**src/rtl/mem_port_arbiter_if.sv**
```systemverilog
// Bundles the fetch, mem-stage and backend bus signals of the memory port arbiter.
// The arbiter connects through the slave modport; the environment uses the master modport.
interface mem_port_arbiter_if;
   logic        fe_req;
   logic [31:0] fe_addr;
   logic        fe_flush;
   logic        fe_gnt;
   logic        fe_rvalid;
   logic [31:0] fe_rdata;

   logic        mem_req;
   logic [31:0] mem_addr;
   logic        mem_write;
   logic [31:0] mem_wdata;
   logic [1:0]  mem_width;
   logic        mem_extend;
   logic        mem_gnt;
   logic        mem_rvalid;
   logic [31:0] mem_rdata;

   logic        bus_req;
   logic [31:0] bus_addr;
   logic        bus_write;
   logic [31:0] bus_wdata;
   logic [1:0]  bus_width;
   logic        bus_extend;
   logic        bus_ack;
   logic [31:0] bus_rdata;

   logic        timeout;

   // Handshake: a grant is a one-cycle accept in IDLE; bus_req stays high until
   // bus_ack (or abort), and each response is a one-cycle rvalid pulse.
   modport master (
      output fe_req, fe_addr, fe_flush,
      output mem_req, mem_addr, mem_write, mem_wdata, mem_width, mem_extend,
      output bus_ack, bus_rdata,
      input  fe_gnt, fe_rvalid, fe_rdata,
      input  mem_gnt, mem_rvalid, mem_rdata,
      input  bus_req, bus_addr, bus_write, bus_wdata, bus_width, bus_extend,
      input  timeout
   );

   modport slave (
      input  fe_req, fe_addr, fe_flush,
      input  mem_req, mem_addr, mem_write, mem_wdata, mem_width, mem_extend,
      input  bus_ack, bus_rdata,
      output fe_gnt, fe_rvalid, fe_rdata,
      output mem_gnt, mem_rvalid, mem_rdata,
      output bus_req, bus_addr, bus_write, bus_wdata, bus_width, bus_extend,
      output timeout
   );
endinterface

```
**src/rtl/mem_port_arbiter.sv**
```systemverilog
// Arbitrates a fetch port and a mem-stage port onto one single-outstanding backend bus,
// with fetch anti-starvation, transfer timeout and fetch flush. STARVE_LIMIT must be >= 1.
module mem_port_arbiter #(
   parameter int STARVE_LIMIT = 4,
   parameter int TIMEOUT      = 255
) (
   input  logic              clk,
   input  logic              reset_n,
   mem_port_arbiter_if.slave arb,
   output logic [1:0]        dbg_state
);
   localparam int SW = $clog2(STARVE_LIMIT + 1);
   localparam int TW = $clog2(TIMEOUT + 1);

   typedef enum logic [1:0] {IDLE = 2'd0, FE_BUSY = 2'd1, MEM_BUSY = 2'd2} state_t;

   state_t        state_q, state_d;
   logic [SW-1:0] starve_cnt_q, starve_cnt_d;
   logic [TW-1:0] tmo_cnt_q, tmo_cnt_d;
   logic          cancel_q, cancel_d;
   logic [31:0]   addr_q, addr_d;
   logic [31:0]   wdata_q, wdata_d;
   logic          write_q, write_d;
   logic [1:0]    width_q, width_d;
   logic          extend_q, extend_d;
   logic          fe_rvalid_q, fe_rvalid_d;
   logic [31:0]   fe_rdata_q, fe_rdata_d;
   logic          mem_rvalid_q, mem_rvalid_d;
   logic [31:0]   mem_rdata_q, mem_rdata_d;
   logic          timeout_q, timeout_d;

   logic fe_gnt, mem_gnt, busy, done, abort, finish, fe_cancelled;

   assign busy         = (state_q != IDLE);
   assign done         = busy & arb.bus_ack;
   assign abort        = busy & ~arb.bus_ack & (tmo_cnt_q == TW'(TIMEOUT - 1));
   assign finish       = done | abort;
   assign fe_cancelled = cancel_q | arb.fe_flush;

   always_ff @(posedge clk) begin
      if (!reset_n) state_q <= IDLE;
      else          state_q <= state_d;
   end

   always_comb begin
      state_d = state_q;
      case (state_q)
         IDLE:              if (fe_gnt) state_d = FE_BUSY;
                            else if (mem_gnt) state_d = MEM_BUSY;
         FE_BUSY, MEM_BUSY: if (finish) state_d = IDLE;
         default:           state_d = IDLE;
      endcase
   end

   // Grants are combinational in IDLE only, so the ack cycle can never also grant.
   always_comb begin
      fe_gnt  = 1'b0;
      mem_gnt = 1'b0;
      if (reset_n && state_q == IDLE) begin
         if (arb.fe_req && starve_cnt_q == SW'(STARVE_LIMIT)) fe_gnt  = 1'b1;
         else if (arb.mem_req)                                mem_gnt = 1'b1;
         else if (arb.fe_req)                                 fe_gnt  = 1'b1;
      end
   end

   always_comb begin
      starve_cnt_d = starve_cnt_q;
      tmo_cnt_d    = tmo_cnt_q;
      cancel_d     = cancel_q;
      addr_d       = addr_q;
      wdata_d      = wdata_q;
      write_d      = write_q;
      width_d      = width_q;
      extend_d     = extend_q;
      fe_rvalid_d  = 1'b0;
      fe_rdata_d   = fe_rdata_q;
      mem_rvalid_d = 1'b0;
      mem_rdata_d  = mem_rdata_q;
      timeout_d    = abort;

      if (fe_gnt) begin
         starve_cnt_d = '0;
         tmo_cnt_d    = '0;
         cancel_d     = arb.fe_flush;
         addr_d       = arb.fe_addr;
         wdata_d      = '0;
         write_d      = 1'b0;
         width_d      = 2'b10;
         extend_d     = 1'b0;
      end else if (mem_gnt) begin
         tmo_cnt_d    = '0;
         addr_d       = arb.mem_addr;
         wdata_d      = arb.mem_wdata;
         write_d      = arb.mem_write;
         width_d      = arb.mem_width;
         extend_d     = arb.mem_extend;
         if (!arb.fe_req)                             starve_cnt_d = '0;
         else if (starve_cnt_q != SW'(STARVE_LIMIT)) starve_cnt_d = starve_cnt_q + SW'(1);
      end

      if (busy && !finish) tmo_cnt_d = tmo_cnt_q + TW'(1);

      // A flush seen in the completing cycle still suppresses the response.
      if (state_q == FE_BUSY) begin
         cancel_d = finish ? 1'b0 : fe_cancelled;
         if (finish && !fe_cancelled) begin
            fe_rvalid_d = 1'b1;
            fe_rdata_d  = done ? arb.bus_rdata : 32'd0;
         end
      end

      if (state_q == MEM_BUSY && finish) begin
         mem_rvalid_d = 1'b1;
         mem_rdata_d  = done ? arb.bus_rdata : 32'd0;
      end
   end

   always_ff @(posedge clk) begin
      if (!reset_n) begin
         starve_cnt_q <= '0;
         tmo_cnt_q    <= '0;
         cancel_q     <= 1'b0;
         addr_q       <= '0;
         wdata_q      <= '0;
         write_q      <= 1'b0;
         width_q      <= '0;
         extend_q     <= 1'b0;
         fe_rvalid_q  <= 1'b0;
         fe_rdata_q   <= '0;
         mem_rvalid_q <= 1'b0;
         mem_rdata_q  <= '0;
         timeout_q    <= 1'b0;
      end else begin
         starve_cnt_q <= starve_cnt_d;
         tmo_cnt_q    <= tmo_cnt_d;
         cancel_q     <= cancel_d;
         addr_q       <= addr_d;
         wdata_q      <= wdata_d;
         write_q      <= write_d;
         width_q      <= width_d;
         extend_q     <= extend_d;
         fe_rvalid_q  <= fe_rvalid_d;
         fe_rdata_q   <= fe_rdata_d;
         mem_rvalid_q <= mem_rvalid_d;
         mem_rdata_q  <= mem_rdata_d;
         timeout_q    <= timeout_d;
      end
   end

   assign arb.fe_gnt     = fe_gnt;
   assign arb.mem_gnt    = mem_gnt;
   assign arb.bus_req    = busy;
   assign arb.bus_addr   = addr_q;
   assign arb.bus_write  = write_q;
   assign arb.bus_wdata  = wdata_q;
   assign arb.bus_width  = width_q;
   assign arb.bus_extend = extend_q;
   assign arb.fe_rvalid  = fe_rvalid_q;
   assign arb.fe_rdata   = fe_rdata_q;
   assign arb.mem_rvalid = mem_rvalid_q;
   assign arb.mem_rdata  = mem_rdata_q;
   assign arb.timeout    = timeout_q;
   assign dbg_state      = state_q;
endmodule

```
**src/flat_wrapper.sv**
```systemverilog
// flat-port wrapper written by rule: the top's interface ports become plain ports
module mem_port_arbiter_flat 
#(
   parameter int STARVE_LIMIT = 4,
   parameter int TIMEOUT      = 255
)
  (clk, reset_n, dbg_state, arb_fe_req, arb_fe_addr, arb_fe_flush, arb_mem_req, arb_mem_addr, arb_mem_write, arb_mem_wdata, arb_mem_width, arb_mem_extend, arb_bus_ack, arb_bus_rdata, arb_fe_gnt, arb_fe_rvalid, arb_fe_rdata, arb_mem_gnt, arb_mem_rvalid, arb_mem_rdata, arb_bus_req, arb_bus_addr, arb_bus_write, arb_bus_wdata, arb_bus_width, arb_bus_extend, arb_timeout);
  mem_port_arbiter_if arb_i ();
  input  logic clk;
  input  logic reset_n;
  output logic [1:0] dbg_state;
  input wire logic [$bits(arb_i.fe_req)-1:0] arb_fe_req;
  input wire logic [$bits(arb_i.fe_addr)-1:0] arb_fe_addr;
  input wire logic [$bits(arb_i.fe_flush)-1:0] arb_fe_flush;
  input wire logic [$bits(arb_i.mem_req)-1:0] arb_mem_req;
  input wire logic [$bits(arb_i.mem_addr)-1:0] arb_mem_addr;
  input wire logic [$bits(arb_i.mem_write)-1:0] arb_mem_write;
  input wire logic [$bits(arb_i.mem_wdata)-1:0] arb_mem_wdata;
  input wire logic [$bits(arb_i.mem_width)-1:0] arb_mem_width;
  input wire logic [$bits(arb_i.mem_extend)-1:0] arb_mem_extend;
  input wire logic [$bits(arb_i.bus_ack)-1:0] arb_bus_ack;
  input wire logic [$bits(arb_i.bus_rdata)-1:0] arb_bus_rdata;
  output wire logic [$bits(arb_i.fe_gnt)-1:0] arb_fe_gnt;
  output wire logic [$bits(arb_i.fe_rvalid)-1:0] arb_fe_rvalid;
  output wire logic [$bits(arb_i.fe_rdata)-1:0] arb_fe_rdata;
  output wire logic [$bits(arb_i.mem_gnt)-1:0] arb_mem_gnt;
  output wire logic [$bits(arb_i.mem_rvalid)-1:0] arb_mem_rvalid;
  output wire logic [$bits(arb_i.mem_rdata)-1:0] arb_mem_rdata;
  output wire logic [$bits(arb_i.bus_req)-1:0] arb_bus_req;
  output wire logic [$bits(arb_i.bus_addr)-1:0] arb_bus_addr;
  output wire logic [$bits(arb_i.bus_write)-1:0] arb_bus_write;
  output wire logic [$bits(arb_i.bus_wdata)-1:0] arb_bus_wdata;
  output wire logic [$bits(arb_i.bus_width)-1:0] arb_bus_width;
  output wire logic [$bits(arb_i.bus_extend)-1:0] arb_bus_extend;
  output wire logic [$bits(arb_i.timeout)-1:0] arb_timeout;
  assign arb_i.fe_req = arb_fe_req;
  assign arb_i.fe_addr = arb_fe_addr;
  assign arb_i.fe_flush = arb_fe_flush;
  assign arb_i.mem_req = arb_mem_req;
  assign arb_i.mem_addr = arb_mem_addr;
  assign arb_i.mem_write = arb_mem_write;
  assign arb_i.mem_wdata = arb_mem_wdata;
  assign arb_i.mem_width = arb_mem_width;
  assign arb_i.mem_extend = arb_mem_extend;
  assign arb_i.bus_ack = arb_bus_ack;
  assign arb_i.bus_rdata = arb_bus_rdata;
  assign arb_fe_gnt = arb_i.fe_gnt;
  assign arb_fe_rvalid = arb_i.fe_rvalid;
  assign arb_fe_rdata = arb_i.fe_rdata;
  assign arb_mem_gnt = arb_i.mem_gnt;
  assign arb_mem_rvalid = arb_i.mem_rvalid;
  assign arb_mem_rdata = arb_i.mem_rdata;
  assign arb_bus_req = arb_i.bus_req;
  assign arb_bus_addr = arb_i.bus_addr;
  assign arb_bus_write = arb_i.bus_write;
  assign arb_bus_wdata = arb_i.bus_wdata;
  assign arb_bus_width = arb_i.bus_width;
  assign arb_bus_extend = arb_i.bus_extend;
  assign arb_timeout = arb_i.timeout;
  mem_port_arbiter #(.STARVE_LIMIT(STARVE_LIMIT), .TIMEOUT(TIMEOUT)) u_core (.clk(clk), .reset_n(reset_n), .arb(arb_i), .dbg_state(dbg_state));
endmodule
```
**config.mk**
```make
export PLATFORM = sky130hd
export DESIGN_NAME = mem_port_arbiter_flat
export DESIGN_NICKNAME = d
export VERILOG_FILES = /design/src/rtl/mem_port_arbiter_if.sv /design/src/rtl/mem_port_arbiter.sv /design/src/flat_wrapper.sv
export SDC_FILE = /design/constraint.sdc
export NUM_CORES = 1
export LEC_CHECK = 0
export ABC_AREA = 1
export CORE_MARGIN = 2
export CORE_UTILIZATION = 41
export CTS_CLUSTER_DIAMETER = 200
export CTS_CLUSTER_SIZE = 10
export DETAILED_ROUTE_END_ITERATION = 10
export PLACE_DENSITY_LB_ADDON = 0.15
export SYNTH_ARGS = -nofsm -noshare
export SYNTH_HDL_FRONTEND = slang
export SYNTH_SLANG_ARGS = --single-unit
```
**constraint.sdc**
```tcl
create_clock -name clk -period 2.1 [get_ports clk]
set_input_delay 0.42 -clock clk [delete_from_list [all_inputs] [get_ports clk]]
set_output_delay 0.42 -clock clk [all_outputs]
set_load 0.03 [all_outputs]
```
# == Word level (Yosys, flattened, before mapping) ==
# Index checks and enable logic that the tools add are counted.
# totals
reg_bits,149
in_bits,138
output_inout_bits,140
word_cells,76
# classes
n_addsub,2
n_eq_ne,8
mux,26
n_bitwise,7
reduce_logical,18
# op_table
cell,count
32-bit two-way mux,3
8-bit two-way mux,3
1-bit two-way mux,12
2-bit two-way mux,5
"8-bit by 1-bit adder with 8-bit output, second input constant",1
"8-bit equality test, second input constant",1
2-bit AND reduction,4
3-bit two-way mux,2
"3-bit inequality test, second input constant",2
2-bit nonzero test,3
1-bit logical AND,5
"2-bit by 1-bit inequality test with 1-bit output, second input constant",2
2-bit case mux with 2 select lines,1
2-bit OR reduction,2
"3-bit by 1-bit adder with 3-bit output, second input constant",1
1-bit bitwise AND,3
"3-bit equality test, second input constant",1
3-bit nonzero test,1
"2-bit by 1-bit equality test with 1-bit output, second input constant",1
"2-bit equality test, second input constant",1
1-bit logical NOT,2
2-bit logical NOT,1
1-bit inverter,2
1-bit bitwise OR,2

# == Longest topological paths before layout ==
# logic_depth
ltp_word,7
ltp_mapped,11
mapped_depth_nobuf,10

# == Worst setup path before layout ==
# Ideal clock, no wire load.
# synth_timing
path_kind,reg-to-reg
from,"register u_core.state_q[0], in the netlist u_core.dbg_state[0]"
to,"register u_core.fe_rdata_q[10], in the netlist u_core.arb.fe_rdata[10]"
setup_ps,70
arrival_ps,1861
required_time_ps,2030
slack_ps,169
stages_incl_launch_ff,10
path_buffers,2
period_less_slack_ps,1931
path_cell_list,dfxtp_1 inv_1 ha_1 inv_1 nand2_1 buf_2 inv_1 buf_2 nand3_1 a21oi_1
# synth_between
elab_chain_cells,6
word_cells_on_any_way,9
cone_classes,eq/ne: 1; mux: 1; bitwise: 4; reduce/logical: 3
# synth_lines
item,line,text
start: declaration,mem_port_arbiter.sv:17,"state_t state_q, state_d;"
start signal: assignment,mem_port_arbiter.sv:42,else state_q <= state_d;
2-bit nonzero test (*),mem_port_arbiter.sv:34,assign busy = (state_q != IDLE);
net arb_bus_req,flat_wrapper.sv:29,output wire logic [$bits(arb_i.bus_req)-1:0] arb_bus_req;
1-bit bitwise AND (2 in series),mem_port_arbiter.sv:36,assign abort = busy & ~arb.bus_ack & (tmo_cnt_q == TW'(TIMEOUT - 1));
1-bit bitwise OR,mem_port_arbiter.sv:37,assign finish = done | abort;
1-bit logical AND,mem_port_arbiter.sv:106,if (finish && !fe_cancelled) begin
2-bit AND reduction (no source line),-,
end signal: assignment,mem_port_arbiter.sv:143,fe_rdata_q <= fe_rdata_d;
end: declaration,mem_port_arbiter.sv:27,"logic [31:0] fe_rdata_q, fe_rdata_d;"
# The timed path passes the listed nets; every way through them passes the cells marked *.
# A chain may end at the register's enable or synchronous reset.

# == Worst setup path in the final report ==
# layout_timing
from,"register u_core.state_q[1], in the netlist u_core.dbg_state[1]"
to,output arb_mem_gnt
# layout_between
elab_chain_cells,3
# layout_lines
item,line,text
2-bit logical NOT,mem_port_arbiter.sv:59,if (reset_n && state_q == IDLE) begin
1-bit logical AND,mem_port_arbiter.sv:59,
1-bit two-way mux,mem_port_arbiter.sv:59,
end: declaration,flat_wrapper.sv:26,output wire logic [$bits(arb_i.mem_gnt)-1:0] arb_mem_gnt;
# No other way between the ends.

==> results summary <==
The number of global-route vias before repair is 5,787. The Yosys warning count came out at 0. The worst register-to-register path ends at u_core.arb.bus_addr[14]$_SDFFE_PN0P_. During placement, the flow inserted port buffers numbering 277. The number of library cell types mapped by synthesis is 25.

Setup repair after global routing left no endpoint under its margin. The root buffer selected by CTS is sky130_fd_sc_hd__clkbuf_16. The clock period minus final worst setup slack is 2020 ps. The maximum clock skew at final layout is 7.03 ps. The net count of the finished layout is 1,198. The clock sink total is between 100 and 150. The antenna diode count is 0.

The count of pins over their slew limit came out at 0. After synthesis, the cell types taking the most area are sky130_fd_sc_hd__dfxtp_1 (51%), sky130_fd_sc_hd__nand2_1 (17%), sky130_fd_sc_hd__a21oi_1 (9.5%). The hold slack came out at 458 ps. The leftover overflow at the end of global routing is 0. Among the stages of the critical path, the cell type that occurs most often is sky130_fd_sc_hd__buf_4. In the routed layout, each cell is associated on average with a via count of ~4.9.

Summing over every cut layer, the via total after detailed routing is 6,136. The reg-to-reg startpoint is u_core.dbg_state[1]$_SDFFE_PN0P_. The fraction of post-synthesis cell area in the top cell type by area came out at 50.6%. In this run the most critical hold path is launched from u_core.arb.fe_rdata[18]$_SDFFE_PN0P_.

The die outline height came out at 124 um. The synthesis-to-layout area growth is 61.4%. The worst-case setup slack after placement came out at 88.2 ps. The worst setup path is launched from a register.

The site row count is 43. Across all register-to-register paths, the minimum setup slack is between 150 and 200 ps. Walking the worst path, the cells encountered are inv_1 -> ha_1 -> buf_4 -> nand2_1 -> inv_2 -> nand3_4 -> inv_4 -> buf_4. The area of the die came out at 15,400 um2. The overall routed net length is 18,100 um. The worst hold path depth came out at 2.

The count of buffering cells on the critical path with inverters included is 5. The leakage power is 3.43 nW. The classification of the worst-slack hold path is register to register. The number of nets still failing antenna checks after routing came out at 0. The worst-case headroom to the max-slew limit came out at 74.6%.

The data arrival time of the critical path is about 1600 ps. The count of endpoints failing setup in the final report came out at 0. Counting instances in the post-synthesis netlist gives the leading cell types as sky130_fd_sc_hd__nand2_1 (266), sky130_fd_sc_hd__dfxtp_1 (149), sky130_fd_sc_hd__a21oi_1 (112), sky130_fd_sc_hd__nand3_1 (82), sky130_fd_sc_hd__inv_1 (33).

For this run, the top clock speed supported by timing is 495 MHz. In this run, synthesis inferred 0 flip-flops with an integrated enable. In the post-synthesis netlist, the cell with the most instances is sky130_fd_sc_hd__nand2_1. The sequential-to-total area share from yosys stat came out at 50.6%. The number of DRC violations after detailed-routing iteration 0 is 417. The worst-path maximum fanout came out at 4. The detailed-placement wirelength estimate is 12,200 um.

The post-synthesis cell count is 785. In this run, CTS created clock tree buffers numbering 17. The mean routed wirelength per cell is 14.5 um. In the synthesized netlist the dominant register cell turns out to be sky130_fd_sc_hd__dfxtp_1. The portion of the clock cycle consumed by the worst path in the final layout is 96.2%. The proportion of layout cells with a drive suffix above 1 came out at 6.85%.

The synthesis-stage register bit count came out at 149. The largest single stage delay on the critical path is between 300 and 400 ps. The number of top-level pins came out at 278. The maximum clock path buffer count came out at 2. The critical path crosses 8 cells after its start point. On the critical path the largest part of the delay comes from buffers and inverters. The initial antenna violation count was 0. The number of cells after detailed placement came out at 1,210.

The mean area per synthesized cell is 7.51 um2. The maximum VDD drop came out at 0.502 mV. The starting density of the core is a little over two fifths. Global routing used 23.3% of the available tracks across all layers. The worst setup path is captured at an output pin. Summing every instance area after synthesis gives 5900 um2. Clock-pin slew was measured on the worst setup and hold paths at about 60 ps. The DRC violation count after routing is 0. The worst hold path endpoint is u_core.arb.fe_rdata[18]$_SDFFE_PN0P_. After floorplanning, the core was sized to cover 14,000 um2. The flow ran to the end, and the final reports show no timing, DRC or antenna violations.

The die width is 124 um. The largest net degree at the start of global routing is 66. Clock latency on the worst-skew pair, taken at its later pin, is 420 ps. The proportion of synthesized flip-flops having asynchronous set or reset is 0%. After layout, the worst setup slack is just under 80 ps. The post-cts hold buffer count came out at 0. The number of search-and-repair iterations in the first detailed-routing pass came out at 4. On the critical path, the stage with the largest delay is an instance of sky130_fd_sc_hd__dfxtp_2. The endpoint required time on the critical path is 1680 ps. The placer's final routability congestion estimate is 0.782.

The final-report hold violation count was 0. The core occupancy in the finished layout is about 68%. The slew at the pin closest to its max-slew limit is 380 ps. The critical path is of the register to output pin type.

After the flow finishes, the layout carries non-filler instances totaling about 1,200. Summed over all failing endpoints, the final setup total negative slack is 0 ps. When the netlist entered floorplanning its net count stood at 930. The wire length of the first global-routing pass is 28,100 um. The total number of H-tree levels is 4. The depth of the worst register-to-register path came out at 13.

The power density normalized to cell area came out at 860 nW/um2. The number of violations of the max-capacitance limit came out at 0. The largest total area in the synthesized netlist belongs to sky130_fd_sc_hd__dfxtp_1.

The clock tree from TritonCTS is done.
[logic make-up after synthesis]
kind of cell,synth area share (%)
and+or+nand+nor,27.1
adders and majority gates,1.49
xor gates and xnor gates,0.149
buffers and inverters,7.45
DFF,50.6
AOI/OAI and AO/OA,13.2
[stage by stage]
step	area, um2	power, W
2_1_floorplan	5900	0.00426
3_5_place_dp	8860	0.00518
4_1_cts	9480	0.00824
3_3_place_gp	8860	0.00517
6_report	9520	0.00818
5_1_grt	9520	0.00854
[placed cells by master (no fill, tap or decap), drive strengths merged]
cell	netlist	layout
clkdlybuf4s50	0	274
nand2	267	267
dfxtp	149	149
a21oi	112	112
nand3	83	83
inv	35	35
a31oi	32	32
nor2	32	32
buf	40	30
clkbuf	16	23
ha	7	7
o21ai	4	4
clkinv	0	3
clkinvlp	0	3
or2	2	2
nor3	2	2
bufinv	0	2
xor2	1	1
nand4	1	1
and3	1	1
nand3b	1	1
dlygate4sd2	0	1
[registers in the layout (all words and copies together), names as in the netlist]
| register | count |
|---|---|
| u_core.arb.mem_rdata | 32 |
| u_core.arb.mem_rvalid | 1 |
| u_core.arb.bus_extend | 1 |
| u_core.tmo_cnt_q | 8 |
| u_core.arb.timeout | 1 |
| u_core.arb.bus_write | 1 |
| u_core.arb.fe_rdata | 32 |
| u_core.starve_cnt_q | 3 |
| u_core.arb.bus_width | 2 |
| u_core.dbg_state | 2 |
| u_core.arb.fe_rvalid | 1 |
| u_core.cancel_q | 1 |
| u_core.arb.bus_wdata | 32 |
| u_core.arb.bus_addr | 32 |
[where the power goes]
group	internal, W	switching (W)
sequential	0.00301	0.000102
combinational	0.000849	0.00118
clock	0.00189	0.00114
total	0.00576	0.00243
[worst max path at each step]
stage	from	to	slack (ps)
after floorplan	u_core.dbg_state[0]$_SDFFE_PN0P_	u_core.arb.fe_rdata[10]$_SDFFE_PN0P_	170
after global placement	reset_n	u_core.cancel_q$_SDFFE_PN0P_	110
after detailed placement	reset_n	u_core.cancel_q$_SDFFE_PN0P_	90
after CTS	u_core.dbg_state[0]$_SDFFE_PN0P_	arb_mem_gnt	20
after global routing	u_core.dbg_state[1]$_SDFFE_PN0P_	arb_mem_gnt	8
final	u_core.dbg_state[1]$_SDFFE_PN0P_	arb_mem_gnt	80
[tightest hold or removal path: cells and delay by family, from the launching register on]
family             cells  cell delay, ps
DFF                    1             310
and+or+nand+nor        1              60
AOI/OAI and AO/OA      1              50
[what timing repair did]
item,CTS,global route
setup buffers,2,2
endpoints found under the setup margin,3,2
gates resized for setup,5,4
[per-layer routing]
metal,track usage (%),part of all wire (%),vias to the layer above
li1,-,-,3103
met1,28.5,43,2812
met2,37.3,47,192
met3,8.52,8.3,29
met4,9.48,2.4,0
met5,0,0,-
[final cells by class]
| type | count | area, um2 |
|---|---|---|
| fill | 1253 | 4470 |
| timing repair buffer | 305 | 3080 |
| sequential | 149 | 2990 |
| multi-input combinational | 545 | 2490 |
| clock buffer | 23 | 498 |
| tap | 180 | 225 |
| inverter | 35 | 134 |
| clock inverter | 8 | 97.6 |
No activity file was read; power rests on OpenSTA's default activity.
